===== src/rtl/fact_pkg.sv =====
// fact_pkg: register map, control/status bit positions and FSM states shared by the factorial block.
package fact_pkg;
  localparam logic [1:0] A_N = 2'd0, A_CTRL = 2'd1, A_STATUS = 2'd2, A_RESULT = 2'd3;
  localparam int GO_BIT = 0, IE_BIT = 1, W1C_BIT = 0;
  typedef enum logic {IDLE, BUSY} state_t;
endpackage


===== src/rtl/fact_core.sv =====
// fact_core: iterative factorial FSM, one multiply per cycle, with overflow detection.
module fact_core
  import fact_pkg::*;
#(
  parameter int N_W = 4,
  parameter int RES_W = 32
) (
  input  logic             clk,
  input  logic             rst,
  input  logic             go,
  input  logic [N_W-1:0]   n,
  output logic             busy,
  output logic             done_set,
  output logic             err_set,
  output logic [RES_W-1:0] result
);
  localparam int P_W = RES_W + N_W;
  state_t state, state_nxt;
  logic [RES_W-1:0] acc, acc_nxt;
  logic [N_W-1:0] cnt, cnt_nxt;
  logic [P_W-1:0] prod;
  assign result = acc;
  always_comb begin
    prod = P_W'(acc) * P_W'(cnt);
    busy = state == BUSY;
    done_set = busy && cnt <= N_W'(1);
    err_set = busy && !done_set && |prod[P_W-1:RES_W];
    state_nxt = state;
    acc_nxt = acc;
    cnt_nxt = cnt;
    if (!busy && go) begin
      state_nxt = BUSY;
      acc_nxt = RES_W'(1);
      cnt_nxt = n;
    end else if (done_set || err_set) state_nxt = IDLE;
    else if (busy) begin
      acc_nxt = prod[RES_W-1:0];
      cnt_nxt = cnt - N_W'(1);
    end
  end
  always_ff @(posedge clk or posedge rst)
    if (rst) begin
      state <= IDLE;
      acc <= '0;
      cnt <= '0;
    end else begin
      state <= state_nxt;
      acc <= acc_nxt;
      cnt <= cnt_nxt;
    end
endmodule


===== src/rtl/fact_mmio.sv =====
// fact_mmio: register front end for fact_core with sticky done/err flags and a level interrupt.
module fact_mmio
  import fact_pkg::*;
#(
  parameter int N_W = 4,
  parameter int RES_W = 32
) (
  input  logic        clk,
  input  logic        rst,
  input  logic [1:0]  a,
  input  logic        we,
  input  logic [31:0] wd,
  output logic [31:0] rd,
  output logic        irq
);
  logic [N_W-1:0] n_q;
  logic [RES_W-1:0] res_q, core_res;
  logic ie, done, err, busy, done_set, err_set, go, go_acc, w1c, unused_wd;
  assign go = we && a == A_CTRL && wd[GO_BIT];
  assign go_acc = go && !busy;
  assign w1c = we && a == A_STATUS && wd[W1C_BIT];
  assign irq = done & ie;
  assign unused_wd = ^wd;
  fact_core #(.N_W(N_W), .RES_W(RES_W)) u_core (
    .clk(clk), .rst(rst), .go(go), .n(n_q),
    .busy(busy), .done_set(done_set), .err_set(err_set), .result(core_res)
  );
  // Completion/overflow sets take priority over a same-edge clear.
  always_ff @(posedge clk or posedge rst)
    if (rst) begin
      n_q <= '0;
      ie <= 1'b0;
      done <= 1'b0;
      err <= 1'b0;
      res_q <= '0;
    end else begin
      if (we && a == A_N) n_q <= wd[N_W-1:0];
      if (we && a == A_CTRL) ie <= wd[IE_BIT];
      done <= done_set || err_set || (done && !go_acc && !w1c);
      err <= err_set || (err && !go_acc && !w1c);
      if (done_set) res_q <= core_res;
    end
  always_comb
    rd = a == A_N ? 32'(n_q) :
         a == A_CTRL ? {30'b0, ie, busy} :
         a == A_STATUS ? {29'b0, busy, err, done} : 32'(res_q);
endmodule


===== config.mk =====
export PLATFORM = sky130hd
export DESIGN_NAME = fact_mmio
export DESIGN_NICKNAME = d
export VERILOG_FILES = /design/src/rtl/fact_pkg.sv /design/src/rtl/fact_core.sv /design/src/rtl/fact_mmio.sv
export SDC_FILE = /design/constraint.sdc
export NUM_CORES = 1
export LEC_CHECK = 0
export BUFFER_PORTS_ARGS = -buffer_cell sky130_fd_sc_hd__buf_4
export CAP_MARGIN = 20
export CORE_MARGIN = 1.5
export CORE_UTILIZATION = 25
export DETAILED_ROUTE_END_ITERATION = 8
export PLACE_DENSITY_LB_ADDON = 0.08
export SLEW_MARGIN = 0
export SYNTH_ARGS = -nofsm -noshare
export SYNTH_HDL_FRONTEND = slang
export SYNTH_SLANG_ARGS = --single-unit
export TNS_END_PERCENT = 100

===== constraint.sdc =====
create_clock -name clk -period 10.25 [get_ports clk]
set_input_delay 2.05 -clock clk [delete_from_list [all_inputs] [get_ports clk]]
set_output_delay 2.05 -clock clk [all_outputs]
set_load 0.005 [all_outputs]

Yosys cells after proc, flatten, opt, wreduce, memory -nomap -nowiden --
Index checks and enable logic that the tools add are counted. Widths: inputs -> output; s select.
Storage, ports and cells: register bits 76, bits in latches 0, bits in writable memories 0, bits in read-only memories 0, input bits 37, memories 0
Operators by class: $add $sub $neg 1, multiply operators 1, div/mod/pow operators 0, magnitude comparators 1, eq/ne operators 3, shift-type cells 0, mux-type cells 11, bitwise gates (word level) 1, reductions and logical operators 25
Operators with widths (number):
- $mux 32 | 6
- $mul 32x4->36 | 1
- $logic_and 1x1->1 | 13
- $mux 4 | 3
- $le 4x1->1 const B | 1
- $logic_not 1->1 | 4
- $reduce_bool 2->1 | 2
- $reduce_or 4->1 | 1
- $sub 4x1->4 const B | 1
- $logic_or 1x1->1 | 3
- $eq 2x1->1 const B | 1
- $eq 2x2->1 const B | 1
- $logic_not 2->1 | 1
- $mux 1 | 2
- $ne 2x2->1 const B | 1
- $reduce_and 2->1 | 1
- $and 1x1->1 | 1

Depth between registers and ports, before layout --
Gate-level depths: netlist of the first run.
depth after elaboration 8, gate-level depth with buffers 20

Cells and area by module --
Synthesis of the first run repeated with hierarchy kept, for this count alone.
Unflattened totals: cells, all modules 873, area, all modules 7767.4 um2
By module, submodules not included:
- fact_core | instances 1, cells each 734, area each 5930.7 um2, sequential area each 925.9 um2
- fact_mmio | instances 1, cells each 139, area each 1836.8 um2, sequential area each 975.9 um2

Worst setup path before layout of the first run --
OpenSTA, ideal clock, no wires.
path type input to output, start in a[0], end out rd[1], data arrival time 2.868 ns, setup slack 5.332 ns, cell stages on the path 3, path buffers 2, path through clkbuf_1 clkbuf_1 mux4_2
Between the ends: longest elaborated chain between the ends 4, elaborated cells on any way between the ends 6, those cells by class eq/ne: 2; mux: 3; reduce/logical: 1
Ends and longest elaborated chain:
- start, declared | RTL line fact_mmio.sv:10 | input logic [1:0] a,
- $eq 2x2->1 | RTL line fact_mmio.sv:46 | a == A_STATUS ? {29'b0, busy, err, done} : 32'(res_q);
- $mux 32 | RTL line fact_mmio.sv:46
- $mux 32 | RTL line fact_mmio.sv:45 | a == A_CTRL ? {30'b0, ie, busy} :
- $mux 32 * | RTL line fact_mmio.sv:44 | rd = a == A_N ? 32'(n_q) :
- end, declared | RTL line fact_mmio.sv:13 | output logic [31:0] rd,
Every way passes the cells marked *; elsewhere a longest branch is shown, timed or not.

Worst setup path in the final report of the first run --
start reg u_core.cnt[3], end reg u_core.acc[10], in the netlist u_core.result[10]
Between the ends: longest elaborated chain between the ends 8, elaborated cells on any way between the ends 13, those cells by class mul: 1; order compare: 1; eq/ne: 1; mux: 3; reduce/logical: 7
Ends and longest elaborated chain:
- start, declared | RTL line fact_core.sv:20 | logic [N_W-1:0] cnt, cnt_nxt;
- start signal, assigned | RTL line fact_core.sv:49 | cnt <= cnt_nxt;
- parallel branches: the longest is 8 deep, another holds $mul 32x4->36
- end signal, assigned | RTL line fact_core.sv:48 | acc <= acc_nxt;
- end, declared | RTL line fact_core.sv:19 | logic [RES_W-1:0] acc, acc_nxt;
Parallel ways; which one is timed is not known. The select of a mux whose other input is x is not followed. A chain may end at the register's enable or synchronous reset.

==> results of run 1 <==
-- where the power goes --
| part | internal, uW | leakage [uW] | switching (uW) | total (uW) |
|---|---|---|---|---|
| Clock | 202 | 0.000149 | 140 | 342 |
| Sequential | 404 | 0.00101 | 148 | 553 |
| Combinational | 430 | 0.00305 | 653 | 1080 |
| Total | 1040 | 0.00421 | 941 | 1980 |
-- registers in the layout, summed over array words and instances (netlist names) --
name,flops
done,1
ie,1
u_core.busy,1
res_q,32
u_core.cnt,4
n_q,4
err,1
u_core.result,32
-- cell usage in the layout, fill, tap and decap left out, types with 13 or more instances in the layout --
cell type | Yosys | routed
nor2_1 | 19 | 19
ha_1 | 42 | 42
mux2i_1 | 21 | 21
xnor2_1 | 18 | 18
and2_1 | 94 | 94
and3_1 | 29 | 29
mux2_2 | 39 | 39
o21ai_0 | 28 | 28
a21o_1 | 13 | 13
dfrtp_1 | 76 | 75
nand3_1 | 17 | 17
fa_1 | 60 | 60
inv_1 | 116 | 115
nand2_1 | 109 | 109
a21oi_1 | 41 | 41
buf_4 | 1 | 48
-- cell families after synthesis --
group | share of synthesized area (%)
simple gates | 20.37
buf+inv | 8.606
compound gates | 11.85
fa+ha+maj | 22.37
flops | 24.64
mux | 8.995
xor+xnor | 3.177
-- final timing paths --
| check | cells past startpoint | endpoint | slack [ns] |
|---|---|---|---|
| setup / recovery | 16 | u_core.result[10] | 4.64 |
| hold / removal | 1 | err | 0.49 |
| setup reg to reg | 16 | u_core.result[10] | 4.64 |
| hold reg to reg | 1 | err | 0.49 |
| max in group asynchronous | 3 | u_core.cnt[0] | 7.40 |
| min in group asynchronous | 2 | res_q[25] | 1.70 |
-- final cells by class --
class,count,area [um2]
tap,396,495.5
multi-input combinational,634,5154
clock inverter,4,47.55
fill,3271,21860
sequential,76,1903
clock buffer,12,256.5
timing repair buffer,48,360.3
inverter,116,436.7
-- stage by stage --
stage	cell area (um2)	std cells	worst slack [ns]
6_report	8653	1286	4.644
2_1_floorplan	7720	872	5.332
5_1_grt	8653	1286	4.340
3_5_place_dp	8349	1270	4.598
4_1_cts	8653	1286	4.552
3_3_place_gp	8349	1270	4.545
-- critical path, delay by kind of cell (launching register included) --
| family | cells | cell delay [ns] |
|---|---|---|
| AOI/OAI and AO/OA | 6 | 1.59 |
| xor gates and xnor gates | 1 | 0.16 |
| adders and majority gates | 3 | 1.58 |
| buffers and inverters | 3 | 0.76 |
| DFF | 1 | 0.32 |
| muxes | 1 | 0.28 |
| and+or+nand+nor | 2 | 0.79 |
-- synthesized netlist by cell type, drive strengths merged, types with 6 or more instances --
| cell type | instances |
|---|---|
| nor3 | 6 |
| and2 | 96 |
| clkbuf | 32 |
| o211ai | 7 |
| mux2 | 39 |
| xnor2 | 18 |
| and3 | 29 |
| a21oi | 42 |
| xor2 | 10 |
| buf | 14 |
| inv | 116 |
| nand2 | 109 |
| a21o | 13 |
| fa | 60 |
| o21ai | 40 |
| nand3 | 17 |
| ha | 42 |
| nor2 | 19 |
| nand4 | 6 |
| mux2i | 21 |
| a211oi | 6 |
| dfrtp | 76 |
-- layer usage --
metal | vias to the layer above | part of all wire (%) | track usage, %
met5 | - | 0 | 0
met4 | 0 | 0.93 | 3.160
met3 | 13 | 2.9 | 2.057
met2 | 78 | 43 | 22.90
met1 | 2931 | 53 | 22.10
li1 | 2887 | - | -
==> results_dict.tcl, run 1 <==
set metrics [dict create \
    hold_ws_ns 0.4891 \
    grt_overflow 0 \
    ctsHoldBuffers 0 \
    ctsLongestPathBuffers 2 \
    grt_pass1_wl_um 36200 \
    dieArea_um2 31940 \
    clk_latency_ns 0.35 \
    n_antenna_cell 0 \
    r2r_start "u_core.cnt[3]" \
    num_rows 64 \
    finalWirelength_um 22400 \
    ys_ff_latch 76 \
    max_freq_mhz 178.4 \
    drc 0 \
    relSlewSlack_pct 29.43 \
    post-route-util_pct 28.36 \
    synth_edf_count 0 \
    ys.flop_type "dfrtp_1" \
    final-hold-violation-count 0 \
    setup_tns_ns 0 \
    cpMaxStageDelayCell "and2_4" \
    wl_per_cell_um 17.42 \
    worst_pin_slew_ns 1.059 \
    cts_buffers 9 \
    grtUsageTotal_pct 14.92 \
    path_class "flip-flop to flip-flop" \
    synth_nets 1011 \
    antenna_found_initial 0 \
    start_util_pct 25.30 \
    power.leakage_uw 0.004212 \
    setup.worst_path.start "u_core.cnt[3]" \
    yosysTopAreaCell "dfrtp_1" \
    post_cts_resize_count 0 \
    drive_gt1_share_pct 13.37 \
    dr.first_iter.drc_count 246 \
    syn_avg_cell_area_um2 8.853 \
    setup_viol 0 \
    clk_pin_slew_ns 0.06 \
    syn2layout_area_growth_pct 12.09 \
    synth_warnings 0 \
    netlist_instances 872 \
    gp_congestion 0.7640 \
    cts_tree "done" \
    h-tree-depth 3 \
    synth_seq_area_share_pct 24.64 \
    vias_per_cell 4.595 \
    arrival_ns 5.87 \
    pwr_density_cell_nw_per_um2 228.5 \
    dieWidth_um 178.7 \
    path_max_fanout 36 \
    grt_max_degree 53 \
    synth_cell_types 69 \
    grt_pass1_vias 6134 \
    maxCapViolCount 0 \
    endpoint_kind "flip-flop" \
    post-route-min-period_ns 5.606 \
    hp-start "err" \
    finalMaxSlewViolations 0 \
    min-delay-path-class "flip-flop to flip-flop" \
    cp_cell_sequence "buf_4 > nand2_1 > fa_1 > inv_1 > fa_1 > fa_1 > a211oi_1 > o211ai_1 > a211oi_1 > o311ai_1 > xnor2_1 > o21ai_1 > a211oi_4 > buf_4 > and2_4 > mux2i_1" \
    postCtsSetupRepairBufs 0 \
    dpl.hpwl_um 16270 \
    drt-pass1-iter-count 4 \
    detail-route-antenna-nets 0 \
    synth_top_area_share_pct 24.64 \
    via_count 5909 \
    slowest_delay_ns 0.62 \
    cts_sinks 76 \
    min_period_over_period_pct 54.69 \
    finalPower_uw 1977 \
    crit_top_cell "fa_1" \
    start_kind "flip-flop" \
    num_io_pins 70 \
    rsz0062_at_grt "no" \
    async_flop_share_pct 100.0 \
    finClkSkew_ns 0.009993 \
    crit_required_ns 10.51 \
    core-area_um2 30510 \
    netlist_area_um2 7720 \
    cts-root-buf "clkbuf_16" \
    fin_nets 1024 \
    die_y_um 178.7 \
    io_buffers 41 \
    ir_drop_uv 69.70 \
    status "finished clean" \
    synth.area.top_cells "dfrtp_1, fa_1, and2_1" \
]
No activity file was read; power rests on OpenSTA's default activity.
==> inputs of run 2 (changes only) <==
Clock period 10.25 ns to 5.4 ns, I/O delays scaled along.
==> results_dict.tcl, run 2 (same netlist as run 1, synthesis figures left out) <==
set metrics [dict create \
    final_cell_mix "inv_1, nand2_1, and2_1" \
    via_count 5971 \
    drc 0 \
    path_class "flip-flop to flip-flop" \
    pwr_density_cell_nw_per_um2 442.1 \
    vias_per_cell 4.614 \
    dp_cells 1278 \
    drt-pass1-iter-count 4 \
    fin_nets 1032 \
    postCtsSetupRepairBufs 0 \
    cts_sinks 76 \
    die_y_um 178.7 \
    ctsLongestPathBuffers 2 \
    reg2reg_depth 17 \
    hold_path_depth 1 \
    preCtsSetupSlack_ns 0.2687 \
    hold_ws_ns 0.4987 \
    fillers 3297 \
    min-delay-path-class "flip-flop to flip-flop" \
    wl_per_cell_um 17.78 \
    worst_pin_slew_ns 1.070 \
    path_max_fanout 17 \
    status "finished clean" \
    power.leakage_uw 0.004267 \
    finalMaxSlewViolations 0 \
    cts-root-buf "clkbuf_16" \
    fin_ws_ns 0.2939 \
    max_freq_mhz 195.8 \
    maxCapViolCount 0 \
    cts_tree "done" \
    io_buffers 41 \
    arrival_ns 5.38 \
    finalWirelength_um 23010 \
    cp_cell_sequence "buf_4 > buf_4 > and2_1 > fa_1 > inv_1 > fa_1 > inv_1 > ha_1 > nand4_1 > or3_1 > o311ai_1 > xnor2_1 > o21ai_1 > a211oi_4 > and2_4 > buf_12 > mux2i_1" \
    grt_max_degree 47 \
    num_rows 64 \
    detail-route-antenna-nets 0 \
    post-route-min-period_ns 5.106 \
    num_io_pins 70 \
    grt_overflow 0 \
    relSlewSlack_pct 28.68 \
    gp_congestion 0.7771 \
    rsz0062_at_grt "no" \
    crit_required_ns 5.68 \
    endpoint_kind "flip-flop" \
    setup_viol 0 \
    start_util_pct 25.30 \
    syn2layout_area_growth_pct 13.61 \
    fin_cells 1294 \
    antenna_found_initial 1 \
    min_period_over_period_pct 94.56 \
    dpl.hpwl_um 17090 \
    dr.first_iter.drc_count 287 \
    setup_tns_ns 0 \
    final-hold-violation-count 0 \
    cts_buffers 9 \
    grt_pass1_wl_um 37070 \
    start_kind "flip-flop" \
    drive_gt1_share_pct 14.14 \
    h-tree-depth 3 \
    slowest_delay_ns 0.65 \
    grt_pass1_vias 6266 \
    dieArea_um2 31940 \
    clk_latency_ns 0.36 \
    core-area_um2 30510 \
    finClkSkew_ns 0.01191 \
    cpMaxStageDelayCell "dfrtp_1" \
    clk_pin_slew_ns 0.07 \
    dieWidth_um 178.7 \
    n_antenna_cell 0 \
    ir_drop_uv 178.4 \
    layout_commonest_cell "inv_1" \
    finalPower_uw 3878 \
    grtUsageTotal_pct 15.47 \
]
run 2: cell count changes in the layout (fill, tap and decap cells not counted), sizes merged:
cell,previous run,this run
clkinvlp,1,2
inv,115,116
clkbuf,12,11
clkinv,3,2
buf,48,56
run 2: power by group:
part | internal (uW) | leakage (uW) | total, uW | switching (uW)
Combinational | 879 | 0.00311 | 2120 | 1250
Sequential | 766 | 0.00101 | 1080 | 313
Clock | 385 | 0.000148 | 674 | 288
Total | 2030 | 0.00427 | 3880 | 1850
run 2: final cells by class:
type / count / area (um2) / share of cell area (%)
inverters: 116 / 436.7 / 4.979
repair buffers: 56 / 470.5 / 5.364
flip-flops and latches: 76 / 1902 / 21.68
clock buffers: 11 / 252.7 / 2.882
clock inverters: 5 / 58.81 / 0.6705
multi-input cells: 634 / 5155 / 58.77
well taps: 396 / 495.5 / 5.649
run 2: what timing repair did:
action,CTS,global route
endpoints found under the hold margin,0,0
hold buffers,0,0
resized for setup,0,1
endpoints found under the setup margin,0,11
run 2: path summary, 6_finish.rpt:
check	to	slack, ns	from
min in group asynchronous	res_q[27]	0.81	rst
max in group asynchronous	u_core.result[14]	3.50	rst
setup reg to reg	u_core.result[5]	0.29	u_core.cnt[1]
hold reg to reg	res_q[29]	0.50	res_q[29]
setup / recovery	u_core.result[5]	0.29	u_core.cnt[1]
hold / removal	res_q[29]	0.50	res_q[29]
run 2: critical path, delay by kind of cell, from the launching register on:
family                   cells  cell delay (ns)
AND/OR/NAND/NOR              4             1.12
flip-flops                   1             0.65
adder cells (fa/ha/maj)      3             1.38
multiplexers                 1             0.19
AO/OA/AOI/OAI                3             0.70
XOR/XNOR                     1             0.16
buffers and inverters        5             0.81
run 2: per-stage QoR:
stage | utilization (%) | instance area [um2]
after floorplan | - | 7720
after global placement | 27.72 | 8458
after detailed placement | 27.72 | 8458
after CTS | 28.74 | 8770
after global routing | 28.75 | 8771
final | 28.75 | 8771
run 2: metal layers:
layer	up-vias	global-route usage (%)	wire, um
met5	-	0	0
met3	10	1.484	693
met1	2989	23.49	12190
li1	2902	-	-
met2	70	23.47	9935
met4	0	3.438	191
